<file path="src/rtl/z80_mmu_pkg.sv">
// Shared types and helpers for the Z80 MMU page-table loader.
package z80_mmu_pkg;

  // Loader sequencing states.
  typedef enum logic [2:0] {
    StIdle,
    StFetch,
    StSetup,
    StStrobe,
    StHold,
    StDone
  } state_e;

  // Upper address byte selecting the MMU table-write window.
  localparam logic [7:0] TABLE_PAGE_DEFAULT = 8'h00;

  // Window address for entry (first + k); the entry index wraps at 8 bits.
  function automatic logic [15:0] tbl_addr(input logic [7:0] first,
                                           input logic [8:0] k,
                                           input logic [7:0] page = TABLE_PAGE_DEFAULT);
    logic [7:0] entry;
    entry = first + k[7:0];
    return {page, entry};
  endfunction

endpackage

</file>
<file path="src/rtl/z80_mmu_loader_if.sv">
// Control, source-fetch and MMU write-bus signals of the page-table loader.
interface z80_mmu_loader_if;

  logic        start;
  logic [7:0]  first;
  logic [8:0]  count;
  logic        abort;
  logic        busy;
  logic        done;
  logic        src_req;
  logic [7:0]  src_addr;
  logic        src_ack;
  logic [7:0]  src_data;
  logic [15:0] mmu_addr;
  logic [7:0]  mmu_data;
  logic        mmu_wr_n;

  // The loader is the bus master.
  modport master (
    input  start, first, count, abort, src_ack, src_data,
    output busy, done, src_req, src_addr, mmu_addr, mmu_data, mmu_wr_n
  );

  // Controller, source memory and MMU side.
  modport slave (
    output start, first, count, abort, src_ack, src_data,
    input  busy, done, src_req, src_addr, mmu_addr, mmu_data, mmu_wr_n
  );

endinterface

</file>
<file path="src/rtl/z80_mmu_loader.sv">
// Fetches page-frame bytes from a source memory and writes them into the MMU
// page table, one Z80-style write cycle per entry. All outputs are registered.
module z80_mmu_loader
  import z80_mmu_pkg::*;
#(
  parameter logic [7:0]  TABLE_PAGE = TABLE_PAGE_DEFAULT,
  parameter int unsigned WR_CYCLES  = 2
) (
  input  logic             clk_i,
  input  logic             rst_ni,
  z80_mmu_loader_if.master bus_io
);

  // Strobe counter counts WR_CYCLES-1 down to 0 while the strobe is low.
  localparam logic [3:0] StrbLoad = 4'(WR_CYCLES - 1);

  state_e      state_q;
  logic [7:0]  first_q;
  logic [8:0]  count_q;
  logic [8:0]  k_q;
  logic [3:0]  strb_cnt_q;
  logic        abort_q;
  logic        busy_q;
  logic        done_q;
  logic        src_req_q;
  logic [7:0]  src_addr_q;
  logic [15:0] mmu_addr_q;
  logic [7:0]  mmu_data_q;
  logic        mmu_wr_n_q;

  logic [8:0]  k_inc;

  assign k_inc = k_q + 9'd1;

  // Sequencer: state, entry counter, strobe timer and all registered outputs.
  always_ff @(posedge clk_i or negedge rst_ni) begin
    if (!rst_ni) begin
      state_q    <= StIdle;
      first_q    <= 8'h00;
      count_q    <= 9'd0;
      k_q        <= 9'd0;
      strb_cnt_q <= 4'd0;
      abort_q    <= 1'b0;
      busy_q     <= 1'b0;
      done_q     <= 1'b0;
      src_req_q  <= 1'b0;
      src_addr_q <= 8'h00;
      mmu_addr_q <= 16'h0000;
      mmu_data_q <= 8'h00;
      mmu_wr_n_q <= 1'b1;
    end else begin
      done_q <= 1'b0;
      unique case (state_q)
        StIdle: begin
          abort_q <= 1'b0;
          // An abort in the same cycle as start keeps the loader idle.
          if (bus_io.start && !bus_io.abort) begin
            if (bus_io.count == 9'd0) begin
              done_q  <= 1'b1;
              state_q <= StDone;
            end else begin
              first_q    <= bus_io.first;
              count_q    <= bus_io.count;
              k_q        <= 9'd0;
              src_addr_q <= 8'h00;
              src_req_q  <= 1'b1;
              busy_q     <= 1'b1;
              state_q    <= StFetch;
            end
          end
        end

        StFetch: begin
          if (bus_io.abort) begin
            src_req_q <= 1'b0;
            busy_q    <= 1'b0;
            state_q   <= StIdle;
          end else if (bus_io.src_ack) begin
            mmu_data_q <= bus_io.src_data;
            mmu_addr_q <= tbl_addr(first_q, k_q, TABLE_PAGE);
            src_req_q  <= 1'b0;
            state_q    <= StSetup;
          end
        end

        StSetup: begin
          if (bus_io.abort) begin
            busy_q  <= 1'b0;
            state_q <= StIdle;
          end else begin
            mmu_wr_n_q <= 1'b0;
            strb_cnt_q <= StrbLoad;
            state_q    <= StStrobe;
          end
        end

        StStrobe: begin
          // A strobe in progress always completes; remember the abort for HOLD.
          if (bus_io.abort) begin
            abort_q <= 1'b1;
          end
          if (strb_cnt_q == 4'd0) begin
            mmu_wr_n_q <= 1'b1;
            state_q    <= StHold;
          end else begin
            strb_cnt_q <= strb_cnt_q - 4'd1;
          end
        end

        StHold: begin
          k_q <= k_inc;
          if (abort_q || bus_io.abort) begin
            abort_q <= 1'b0;
            busy_q  <= 1'b0;
            state_q <= StIdle;
          end else if (k_inc == count_q) begin
            busy_q  <= 1'b0;
            done_q  <= 1'b1;
            state_q <= StDone;
          end else begin
            src_addr_q <= k_inc[7:0];
            src_req_q  <= 1'b1;
            state_q    <= StFetch;
          end
        end

        StDone: begin
          state_q <= StIdle;
        end

        default: begin
          state_q <= StIdle;
        end
      endcase
    end
  end

  assign bus_io.busy     = busy_q;
  assign bus_io.done     = done_q;
  assign bus_io.src_req  = src_req_q;
  assign bus_io.src_addr = src_addr_q;
  assign bus_io.mmu_addr = mmu_addr_q;
  assign bus_io.mmu_data = mmu_data_q;
  assign bus_io.mmu_wr_n = mmu_wr_n_q;

endmodule
</file>
<file path="src/flat_wrapper.sv">
// flat-port wrapper written by rule: the top's interface ports become plain ports
module z80_mmu_loader_flat import z80_mmu_pkg::*;
#(
  parameter logic [7:0]  TABLE_PAGE = TABLE_PAGE_DEFAULT,
  parameter int unsigned WR_CYCLES  = 2
)
  (clk_i, rst_ni, bus_io_start, bus_io_first, bus_io_count, bus_io_abort, bus_io_src_ack, bus_io_src_data, bus_io_busy, bus_io_done, bus_io_src_req, bus_io_src_addr, bus_io_mmu_addr, bus_io_mmu_data, bus_io_mmu_wr_n);
  z80_mmu_loader_if bus_io_i ();
  input  logic clk_i;
  input  logic rst_ni;
  input wire logic [$bits(bus_io_i.start)-1:0] bus_io_start;
  input wire logic [$bits(bus_io_i.first)-1:0] bus_io_first;
  input wire logic [$bits(bus_io_i.count)-1:0] bus_io_count;
  input wire logic [$bits(bus_io_i.abort)-1:0] bus_io_abort;
  input wire logic [$bits(bus_io_i.src_ack)-1:0] bus_io_src_ack;
  input wire logic [$bits(bus_io_i.src_data)-1:0] bus_io_src_data;
  output wire logic [$bits(bus_io_i.busy)-1:0] bus_io_busy;
  output wire logic [$bits(bus_io_i.done)-1:0] bus_io_done;
  output wire logic [$bits(bus_io_i.src_req)-1:0] bus_io_src_req;
  output wire logic [$bits(bus_io_i.src_addr)-1:0] bus_io_src_addr;
  output wire logic [$bits(bus_io_i.mmu_addr)-1:0] bus_io_mmu_addr;
  output wire logic [$bits(bus_io_i.mmu_data)-1:0] bus_io_mmu_data;
  output wire logic [$bits(bus_io_i.mmu_wr_n)-1:0] bus_io_mmu_wr_n;
  assign bus_io_i.start = bus_io_start;
  assign bus_io_i.first = bus_io_first;
  assign bus_io_i.count = bus_io_count;
  assign bus_io_i.abort = bus_io_abort;
  assign bus_io_i.src_ack = bus_io_src_ack;
  assign bus_io_i.src_data = bus_io_src_data;
  assign bus_io_busy = bus_io_i.busy;
  assign bus_io_done = bus_io_i.done;
  assign bus_io_src_req = bus_io_i.src_req;
  assign bus_io_src_addr = bus_io_i.src_addr;
  assign bus_io_mmu_addr = bus_io_i.mmu_addr;
  assign bus_io_mmu_data = bus_io_i.mmu_data;
  assign bus_io_mmu_wr_n = bus_io_i.mmu_wr_n;
  z80_mmu_loader #(.TABLE_PAGE(TABLE_PAGE), .WR_CYCLES(WR_CYCLES)) u_core (.clk_i(clk_i), .rst_ni(rst_ni), .bus_io(bus_io_i));
endmodule
</file>
<file path="config.mk">
export PLATFORM = sky130hd
export DESIGN_NAME = z80_mmu_loader_flat
export DESIGN_NICKNAME = d
export VERILOG_FILES = /design/src/rtl/z80_mmu_pkg.sv /design/src/rtl/z80_mmu_loader_if.sv /design/src/rtl/z80_mmu_loader.sv /design/src/flat_wrapper.sv
export SDC_FILE = /design/constraint.sdc
export NUM_CORES = 1
export LEC_CHECK = 0
export BUFFER_PORTS_ARGS = -buffer_cell sky130_fd_sc_hd__buf_2
export CAP_MARGIN = 10
export CELL_PAD_IN_SITES_DETAIL_PLACEMENT = 1
export CELL_PAD_IN_SITES_GLOBAL_PLACEMENT = 1
export CORE_UTILIZATION = 45
export DETAILED_ROUTE_END_ITERATION = 7
export PLACE_DENSITY = 0.95
export SYNTH_ARGS = -nofsm -noshare
export SYNTH_HDL_FRONTEND = slang
export SYNTH_SLANG_ARGS = --single-unit
export TNS_END_PERCENT = 10
</file>
<file path="constraint.sdc">
create_clock -name clk_i -period 5.1 [get_ports clk_i]
set_input_delay 0.255 -clock clk_i [delete_from_list [all_inputs] [get_ports clk_i]]
set_output_delay 0.255 -clock clk_i [all_outputs]
set_load 0.05 [all_outputs]
</file>
Yosys cells after proc, flatten, opt, wreduce, memory -nomap -nowiden
Cells that the tools add are included.
Cells by class
  $add $sub $neg: 3
  eq/ne operators: 17
  muxes and demuxes: 42
  bitwise operators: 2
  reductions and logical operators: 22
Operator list (count)
  $mux 8: 4
  $mux 3: 7
  $reduce_and 3->1: 7
  $mux 9: 2
  $pmux 9 s2: 1
  $mux 1: 17
  $pmux 8 s2: 1
  $pmux 3 s5: 1
  $ne 2x2->1 const B: 6
  $reduce_and 5->1: 2
  $add 9x1->9 const B: 1
  $eq 9x9->1: 1
  $logic_not 9->1: 1
  $pmux 1 s3: 3
  $reduce_bool 3->1: 3
  $add 8x8->8: 1
  $mux 4: 2
  $ne 2x1->1 const B: 4
  $pmux 4 s2: 1
  $eq 3x2->1 const B: 2
  $reduce_and 6->1: 1
  $logic_not 4->1: 1
  $pmux 1 s2: 2
  $reduce_bool 2->1: 2
  other kinds (12): 13
Storage, ports and cells
  register bits after elaboration: 62
  input bits: 30

Depth between registers and ports, before layout
Gate-level depths: netlist of the first run.
  word-level depth: 5
  depth in mapped cells: 11
  mapped depth without buffers: 10

Least setup slack after synthesis of the first run
No wires, ideal clock.
  path type: reg2reg
  from: register u_core.k_q[0]
  to: register u_core.src_addr_q[1], in the netlist u_core.bus_io.src_addr[1]
  data arrival time: 2444 ps
  data required time: 4982 ps
  slack: 2538 ps
  stages on the path, launching flop included: 11
  buffers on the path: 2
  period minus slack after synthesis: 2562 ps
  cells stage by stage: dfrtp_1 -> ha_1 -> clkbuf_1 -> nand2_1 -> nor2_1 -> xnor2_1 -> nand4_1 -> or4b_4 -> nand2b_2 -> buf_6 -> a2bb2o_4
Between the ends
  word-level cells in the longest chain between the ends: 4
  elaborated cells between the ends (all ways): 7
  those cells by class: add/sub (1); eq/ne (2); mux (3); reduce/logical (1)
Ends and longest elaborated chain
  from (decl): RTL line z80_mmu_loader.sv:20  | logic [8:0] k_q;
  from (signal assigned): RTL line z80_mmu_loader.sv:111  | k_q <= k_inc;
  $add 9x1->9 (*): RTL line z80_mmu_loader.sv:33  | assign k_inc = k_q + 9'd1;
  $eq 9x9->1 or $mux 8 (tied branches): RTL line z80_mmu_loader.sv:116  | end else if (k_inc == count_q) begin
  $ne 2x2->1 (no line) or $mux 8 (tied branches)
  $reduce_and 5->1 (no line) or $pmux 8 s2 (tied branches)
  to (signal assigned): RTL line z80_mmu_loader.sv:121  | src_addr_q <= k_inc[7:0];
  to (decl): RTL line z80_mmu_loader.sv:26  | logic [7:0] src_addr_q;
Every way passes the cells marked *; elsewhere a longest branch is shown, timed or not. The select of a mux whose other input is x is not followed.
A chain may end at the register's enable or synchronous reset.

Worst setup path in the final report of the first run
Ends and elaborated chain as after synthesis.

==> reports/metrics.yaml, run 1 <==
outcome: "finished, final reports clean"
p_sw_share_pct: 43.5
area_delta_synth_final_pct: 15.6
maxSlewViolCount: 0
p_per_area_nw_per_um2: 597
synth_area_leader_cell: "dfrtp_1"
cp_max_fo: 9
r2r_slack_ns: 2.15
cts.sinks: 62
cts_resized: 0
wl_per_cell_um: 18.2
fin_nets: 439
async_flop_share_pct: 100
syn_area_per_cell_um2: 9.70
dieWidth_um: 88.6
io_pins: 66
cp.required_ns: 5.34
detailroute.via_count: 2800
grt_first_pass_wirelength_um: 14800
worstSetupEndpointType: "register"
min_period_ns: 2.95
yosys_warnings: 0
overflow: 0
grt_max_degree: 63
setup_viol: 0
critical_path_class: "reg2reg"
final_common_cell: "dfrtp_1"
combPwrFrac_pct: 41.2
fin_total_pwr_mw: 2.33
cts.clk_slew.worst_paths_ns: 0.08
hpwl_um: 6070
post-route-period-util_pct: 57.8
grt_pass1_vias: 2925
track_usage_pct: 25.6
crit_arrival_ns: 3.19
cts_made_buffers: 9
fmax_ghz: 0.339
io_buffer_count: 57
start_util_pct: 46.5
root_buffer: "clkbuf_8"
clock_power_share_pct: 22.8
ys_types: 46
cts_setup_buffers: 0
power.leakage_nw: 1.85
ys_ff_latch: 62
syn_area_um2: 3370
rows: 31
synth_top_area_share_pct: 45.2
final_util_pct: 53.8
fin_skew_ns: 0.0101
antenna_found_initial: 0
drc_errors: 0
p_sw_mw: 1.01
ant_nets: 0
dieHeight_um: 88.6
met2_wirelength_um: 4670
hold_viol: 0
topRoutingLayerUsed: "met4"
slew_headroom_pct: 25.9
rsz0062_at_grt: "false"
wl_met3_um: 302
viasPerCell: 5.58
core_area_um2: 7250
multi_input_area_um2: 1650
tightestPinTransition_ns: 1.11
wl_met1_um: 3890
layout.area.seq_um2: 1550
ys.flop_type: "dfrtp_1"
drv_cap: 0
ys_seq_area_share_pct: 46.0
p_int_mw: 1.32
synthTopCellsByArea: "dfrtp_1 (45%), mux2_2 (5.3%), nand2_1 (5.2%)"
fillers: 839
cts_max_path_buffers: 2
drive_gt1_share_pct: 24.6
drt_iter0_drc: 146
clk-insertion-delay-late_ns: 0.35
min_path_type: "in2async"
pwr-share-seq_pct: 36.0
start_kind: "register"
place.gp.congestion: 0.906
vdd_drop_max_mv: 0.229
final_cell_mix: "dfrtp_1 (61), buf_2 (57), nand2_1 (47)"
dieArea_um2: 7850
htreeDepth: 3
synthCells: 348
synth_edf_count: 0
hold_buffers: 0
diodes: 0
routed_wl_um: 9110
cts_tree: "done"
finalSetupTns_ns: 0
dr.pass1.iters: 4
[flip-flops by register name, summed over array words and instances (netlist names)]
register	flops
u_core.count_q	9
u_core.k_q	9
u_core.bus_io.mmu_addr	8
u_core.bus_io.mmu_data	8
u_core.bus_io.src_addr	8
u_core.first_q	8
u_core.strb_cnt_q	4
u_core.state_q	3
u_core.abort_q	1
u_core.bus_io.busy	1
u_core.bus_io.done	1
u_core.bus_io.mmu_wr_n	1
u_core.bus_io.src_req	1
[power groups by stage]
stage	clock network [mW]	logic, mW	registers (mW)
2_1_floorplan	0	0.512	1.02
3_3_place_gp	0	0.900	0.827
3_5_place_dp	0	0.941	0.841
4_1_cts	0.539	0.965	0.836
5_1_grt	0.552	1.05	0.864
6_report	0.531	0.959	0.838
[path summary, 6_finish.rpt]
check	startpoint	end	cells after the start
max in group asynchronous	rst_ni	u_core.first_q[0]	2
max reg2reg	u_core.k_q[0]	u_core.bus_io.src_addr[1]	8
min reg2reg	u_core.bus_io.mmu_data[7]	u_core.bus_io.mmu_data[7]	2
min in group clk_i	bus_io_src_data[7]	u_core.bus_io.mmu_data[7]	3
max	u_core.k_q[0]	u_core.bus_io.src_addr[1]	8
min	rst_ni	u_core.count_q[6]	2
[cell type report]
type / count / area share [%]
Sequential cell: 62 / 39.8
Clock buffer: 9 / 3.17
Clock inverter: 7 / 2.89
Tap cell: 99 / 3.17
Inverter: 11 / 1.06
Timing Repair Buffer: 59 / 7.69
Multi-Input combinational cell: 255 / 42.2
[synth_stat cells, drive strengths merged, types with 2 or more instances]
library cell,count
a211oi,2
o2bb2ai,7
nor3,11
o31ai,6
or3,3
a21oi,14
o21ai,29
nand4,4
o211ai,3
inv,11
or4b,2
a31oi,2
buf,12
nor3b,3
nor2b,4
a21o,4
ha,10
mux2,16
nor2,25
nand3,10
clkbuf,15
xnor2,13
nand2b,5
xor2,11
and3,4
nand2,47
dfrtp,61
[through the flow]
stage | hold slack, ns | setup slack [ns] | area (µm²) | instances
finish | 0.0568 | 2.15 | 3900 | 502
floorplan | -0.0406 | 2.54 | 3400 | 355
detailed placement | 0.450 | 2.32 | 3670 | 486
CTS | 0.0826 | 2.24 | 3900 | 502
global route | 0.0943 | 2.03 | 3900 | 502
global placement | 0.445 | 2.47 | 3670 | 486
[cells by family (layout without fill, tap and decap cells)]
family                   after synthesis  in the layout  synth area share (%)
AND/OR/NAND/NOR                      121            121                  17.1
AO/OA/AOI/OAI                         74             74                  14.3
flip-flops                            62             62                  46.0
buffers and inverters                 38             86                  6.01
XOR/XNOR                              25             25                  6.90
multiplexers                          16             16                  5.34
adder cells (fa/ha/maj)               11             11                  4.30
other                                  1              8                 0.111
[layer usage]
metal  track usage (%)  vias up
met5                 0        -
met4              13.6        0
met3              4.76       22
met2              43.9       73
met1              30.5     1411
li1                  -     1294
[critical path: stages (launching register included)]
cell	delay, ns
dfrtp_1	0.49
ha_1	0.36
nand2_1	0.27
nor2_1	0.31
xnor2_1	0.22
nand4_1	0.14
or4b_4	0.58
nand2b_2	0.22
a2bb2o_4	0.25
Power figures use the tool's default switching activity.
==> run 2: changes to the inputs <==
Settings changed: ABC_AREA set to 1, CORE_UTILIZATION 45 to 40, PLACE_DENSITY 0.95 to 0.91.
Clock period 5.1 ns to 2.9 ns, I/O delays scaled along.
==> reports/metrics.yaml, run 2 <==
diodes: 0
core_area_um2: 7810
critical-path-slowest-cell: "dfrtp_1"
cts_made_buffers: 9
post-route-period-util_pct: 70.8
wl_per_cell_um: 16.5
crit_arrival_ns: 2.29
synthTopCellsByArea: "dfrtp_1 (47%), nand2_1 (15%), inv_1 (4.9%)"
final_cell_mix: "nand2_1 (130), dfrtp_1 (61), buf_2 (57)"
grt_first_pass_wirelength_um: 16100
cts.clk_slew.worst_paths_ns: 0.07
dieArea_um2: 8550
critical_path_class: "reg2reg"
fin_ws_ns: 0.847
synth_top_area_share_pct: 46.7
routed_wl_um: 9480
ys_types: 35
start_util_pct: 41.9
reg2reg_depth: 13
path_cells: "ha_1 -> nand2_2 -> nor2_2 -> nand2_1 -> nand2_1 -> nand2_1 -> nand2_1 -> nor2_1 -> nand4_1 -> nand2_1 -> inv_1 -> nand2_1 -> nand2_1"
grt_max_degree: 32
dieHeight_um: 92.4
pre_cts_ws_ns: 0.889
clk-insertion-delay-late_ns: 0.35
cts_max_path_buffers: 2
fillers: 981
detailroute.via_count: 2977
slowest_delay_ns: 0.45
setup_viol: 0
critPathBufInv: 1
cts_setup_buffers: 0
vdd_drop_max_mv: 0.461
p_per_area_nw_per_um2: 1010
antenna_found_initial: 0
rows: 32
start_kind: "register"
overflow: 0
finalSetupTns_ns: 0
tightestPinTransition_ns: 0.773
drc_errors: 0
fin_skew_ns: 0.0165
grt_pass1_vias: 3369
outcome: "finished, final reports clean"
worstSetupEndpointType: "register"
worstSetupPathDepth: 13
synth_edf_count: 0
drv_cap: 0
ys_seq_area_share_pct: 47.5
cp_max_fo: 6
drive_gt1_share_pct: 22.2
synth.most_common_cell: "nand2_1"
pwr-share-seq_pct: 34.4
track_usage_pct: 25.1
syn_area_per_cell_um2: 8.24
io_pins: 66
cts_tree: "done"
min_path_type: "in2reg"
fin_nets: 508
fin_total_pwr_mw: 3.98
io_buffer_count: 57
htreeDepth: 3
yosys-top-cells-count: "nand2_1 (130), dfrtp_1 (61), inv_1 (43), nor2_1 (23), nand3_1 (21)"
min_period_ns: 2.05
drt_iter0_drc: 187
synth_area_leader_cell: "dfrtp_1"
viasPerCell: 5.19
p_sw_share_pct: 45.0
crit_family: "simple AND/OR/NAND/NOR gates"
root_buffer: "clkbuf_8"
maxSlewViolCount: 0
synthCells: 397
cp.required_ns: 3.13
multi_input_area_um2: 1500
final_common_cell: "nand2_1"
top_regs: "u_core.count_q (9), u_core.k_q (9)"
hold_viol: 0
async_flop_share_pct: 100
p_sw_mw: 1.79
dieWidth_um: 92.4
slew_headroom_pct: 48.5
p_int_mw: 2.19
rsz0062_at_grt: "false"
dr.pass1.iters: 4
hold_path_depth: 3
yosys_warnings: 0
ys_ff_latch: 62
hpwl_um: 7000
power.leakage_nw: 2.09
area_delta_synth_final_pct: 19.9
cts.sinks: 62
syn_area_um2: 3270
clock_power_share_pct: 22.1
ys.flop_type: "dfrtp_1"
fmax_ghz: 0.487
layout.area.seq_um2: 1550
place.gp.congestion: 0.922
combPwrFrac_pct: 43.5
ant_nets: 0
cp_common_cell: "nand2_1"
## run 2: cell types whose count changed in the layout (fill, tap and decap cells not counted), sizes merged, moves of 7 or more
cell | previous run | this run
nand2 | 47 | 136
nand3 | 10 | 22
inv | 11 | 45
xnor2 | 13 | 3
o2bb2ai | 7 | 0
o21ai | 29 | 20
## run 2: cell families (layout without fill, tap and decap cells)
kind of cell	count (synthesis)	count (layout)	synth area share (%)
simple gates	203	203	27.1
flops	62	62	47.5
buf+inv	58	126	7.61
compound gates	42	42	7.07
fa+ha+maj	11	11	4.44
mux	11	11	3.79
xor+xnor	9	9	2.41
other cells	1	8	0.115
## run 2: layer usage
metal / vias up / share of wire (%) / routed length, µm / global-route usage (%)
li1: 1397 / - / - / -
met1: 1462 / 42 / 3990 / 29.3
met2: 87 / 49 / 4680 / 42.0
met3: 31 / 4.1 / 390 / 4.84
met4: 0 / 4.4 / 418 / 16.0
met5: - / 0 / 0 / 0
## run 2: cell type report
type / instances / area share (%)
Timing Repair Buffer: 64 / 8.87
Tap cell: 102 / 3.25
Sequential cell: 62 / 39.6
Inverter: 46 / 4.40
Clock inverter: 4 / 1.79
Clock buffer: 12 / 3.96
Multi-Input combinational cell: 284 / 38.2
## run 2: power by group through the flow
stage | clock network (mW) | registers [mW] | logic [mW]
floorplan | 0 | 1.75 | 0.850
global placement | 0 | 1.35 | 1.62
detailed placement | 0 | 1.37 | 1.70
CTS | 0.894 | 1.37 | 1.74
global route | 0.933 | 1.40 | 1.89
finish | 0.879 | 1.37 | 1.73
## run 2: tightest hold or removal path, delay by kind of cell
kind | cells | cell delay [ns]
and+or+nand+nor | 2 | 0.11
buffers and inverters | 1 | 0.08
## run 2: what timing repair did
item	4_1_cts	5_1_grt
hold buffers	4	0
hold endpoints to repair	32	0
resized for setup	0	0
## run 2: worst paths after layout
check / from / endpoint / slack [ns]
max: u_core.k_q[0] / u_core.bus_io.src_addr[3] / 0.85
max in group asynchronous: rst_ni / u_core.bus_io.mmu_wr_n / 1.62
min: bus_io_src_data[5] / u_core.bus_io.mmu_data[5] / 0.02
min reg2reg: u_core.bus_io.src_addr[2] / u_core.bus_io.src_addr[2] / 0.46
max reg2reg: u_core.k_q[0] / u_core.bus_io.src_addr[3] / 0.85
min in group asynchronous: rst_ni / u_core.bus_io.mmu_data[2] / 0.40
## run 2: metrics by stage
step / instances / hold slack (ns) / instance area (µm²) / util, %
final: 574 / 0.0180 / 3920 / 50.2
after global routing: 574 / 0.00814 / 3920 / 50.2
after CTS: 574 / 0.00784 / 3920 / 50.2
after detailed placement: 554 / 0.252 / 3660 / 46.8
after global placement: 554 / 0.231 / 3660 / 46.8
after floorplan: 404 / -0.151 / 3300 / -
==> run 3: changes to the inputs <==
Clock period 2.9 ns to 2 ns, I/O delays scaled along.
==> reports/metrics.yaml, run 3 (synthesis results as in run 2) <==
hpwl_um: 6710
final_common_cell: "nand2_1"
place.gp.congestion: 0.905
start_kind: "register"
dieArea_um2: 8550
detailroute.via_count: 3186
topRoutingLayerUsed: "met4"
tightestPinTransition_ns: 0.592
critPathBufInv: 1
antenna_found_initial: 0
cts_max_path_buffers: 2
crit_family: "simple AND/OR/NAND/NOR gates"
crit_arrival_ns: 2.27
holdWs_ns: 0.00787
finalSetupTns_ns: -0.237
overflow: 0
track_usage_pct: 25.5
endpoint: "u_core.bus_io.busy"
cts.clk_slew.worst_paths_ns: 0.07
rsz0062_at_grt: "true"
post-route-period-util_pct: 103
critical-path-slowest-cell: "dfrtp_2"
fin_ws_ns: -0.0566
cts_tree: "done"
io_pins: 66
htreeDepth: 3
pre_cts_ws_ns: 0.0325
final_cell_mix: "nand2_1 (121), dfrtp_1 (58), buf_2 (57)"
fmax_ghz: 0.486
worstSetupEndpointType: "register"
area_delta_synth_final_pct: 29.1
critical_path_class: "reg2reg"
grt_max_degree: 38
wl_met1_um: 4410
drt_iter0_drc: 228
wl_per_cell_um: 18.8
diodes: 0
layout.area.seq_um2: 1560
top_regs: "u_core.count_q (9), u_core.k_q (9)"
outcome: "finished, violations left"
routed_wl_um: 11300
timing.rr.end: "u_core.bus_io.busy"
dr.pass1.iters: 5
vdd_drop_max_mv: 0.634
startpoint: "u_core.k_q[1]"
cp.required_ns: 2.21
power.leakage_nw: 2.22
root_buffer: "clkbuf_8"
min_path_type: "in2reg"
fillers: 975
multi_input_area_um2: 1580
fin_nets: 534
cp_max_fo: 6
cp_common_cell: "nand2_2"
min_period_ns: 2.06
drive_gt1_share_pct: 28.5
reg2reg_depth: 14
io_buffer_count: 57
wl_met3_um: 562
violations: "negative setup slack"
drv_cap: 0
dieHeight_um: 92.4
p_per_area_nw_per_um2: 1410
viasPerCell: 5.31
worstSetupPathDepth: 14
start_util_pct: 41.9
r2r_slack_ns: -0.06
maxSlewViolCount: 0
met2_wirelength_um: 5740
rr_startpoint: "u_core.k_q[1]"
slew_headroom_pct: 60.4
slowest_delay_ns: 0.45
grt_pass1_vias: 3313
hold_start: "bus_io_first[3]"
ant_nets: 0
cts.sinks: 62
rows: 32
cts_made_buffers: 9
clk-insertion-delay-late_ns: 0.34
hold_viol: 0
drc_errors: 0
core_area_um2: 7810
setup_viol: 9
dieWidth_um: 92.4
path_cells: "ha_4 -> nand2_4 -> inv_1 -> nand3_1 -> nand2_2 -> nand2_1 -> nand2_2 -> nand2_1 -> nor2_1 -> nand4_1 -> nand2_2 -> nand2_2 -> nand2_2 -> nand2_1"
fin_skew_ns: 0.0108
grt_first_pass_wirelength_um: 16600
-- run 3: cell types whose count changed in the layout (fill, tap and decap cells not counted), moves of 2 or more --
cell	delta
nor2_4	+2
nand2_1	-9
inv_4	+2
nor2_1	-3
nand2_2	+9
buf_4	+12
dfrtp_1	-3
dfrtp_2	+3
o21ai_2	+2
dlygate4sd3_1	+11
-- run 3: power breakdown --
part           switching [mW]  total [mW]  internal, mW
registers               0.326        2.01          1.68
clock network           0.513        1.15         0.638
logic                    1.94        2.78         0.836
total                    2.78        5.94          3.15
-- run 3: layer usage --
| metal | up-vias | track usage [%] |
|---|---|---|
| met2 | 130 | 43.1 |
| met1 | 1560 | 31.3 |
| met3 | 50 | 4.02 |
| met4 | 0 | 13.2 |
| li1 | 1446 | - |
| met5 | - | 0 |
-- run 3: final cells by class --
class / count / share of cell area, %
clock buffer: 12 / 3.67
sequential: 62 / 36.8
timing repair buffer: 89 / 13.7
clock inverter: 4 / 1.07
inverter: 46 / 4.21
tap: 102 / 3.02
multi-input combinational: 285 / 37.5
-- run 3: worst min path at each step --
stage / endpoint / slack (ns) / cells past startpoint
after global placement: u_core.bus_io.mmu_data[2] / 0.13 / 1
after global routing: u_core.count_q[3] / 0.01 / 2
after CTS: u_core.count_q[3] / 0.003 / 2
final: u_core.first_q[3] / 0.008 / 2
after floorplan: u_core.abort_q / -0.20 / 0
after detailed placement: u_core.bus_io.mmu_data[2] / 0.14 / 1
-- run 3: through the flow --
| stage | cells | power (mW) | cell area [µm²] | utilization (%) |
|---|---|---|---|---|
| finish | 600 | 5.94 | 4220 | 54.1 |
| detailed placement | 561 | 4.46 | 3720 | 47.7 |
| global route | 600 | 6.26 | 4220 | 54.1 |
| CTS | 592 | 5.64 | 4070 | 52.2 |
| global placement | 561 | 4.35 | 3720 | 47.7 |
| floorplan | 404 | 3.77 | 3300 | - |
-- run 3: what timing repair did --
| item | CTS | global route |
|---|---|---|
| hold endpoints to repair | 38 | 0 |
| endpoints found under the setup margin | 6 | 17 |
| gates resized for setup | 2 | 28 |
| buffers inserted | 0 | 7 |
| hold buffers | 15 | 0 |
| cloned | 0 | 1 |
| pin swaps | 0 | 11 |
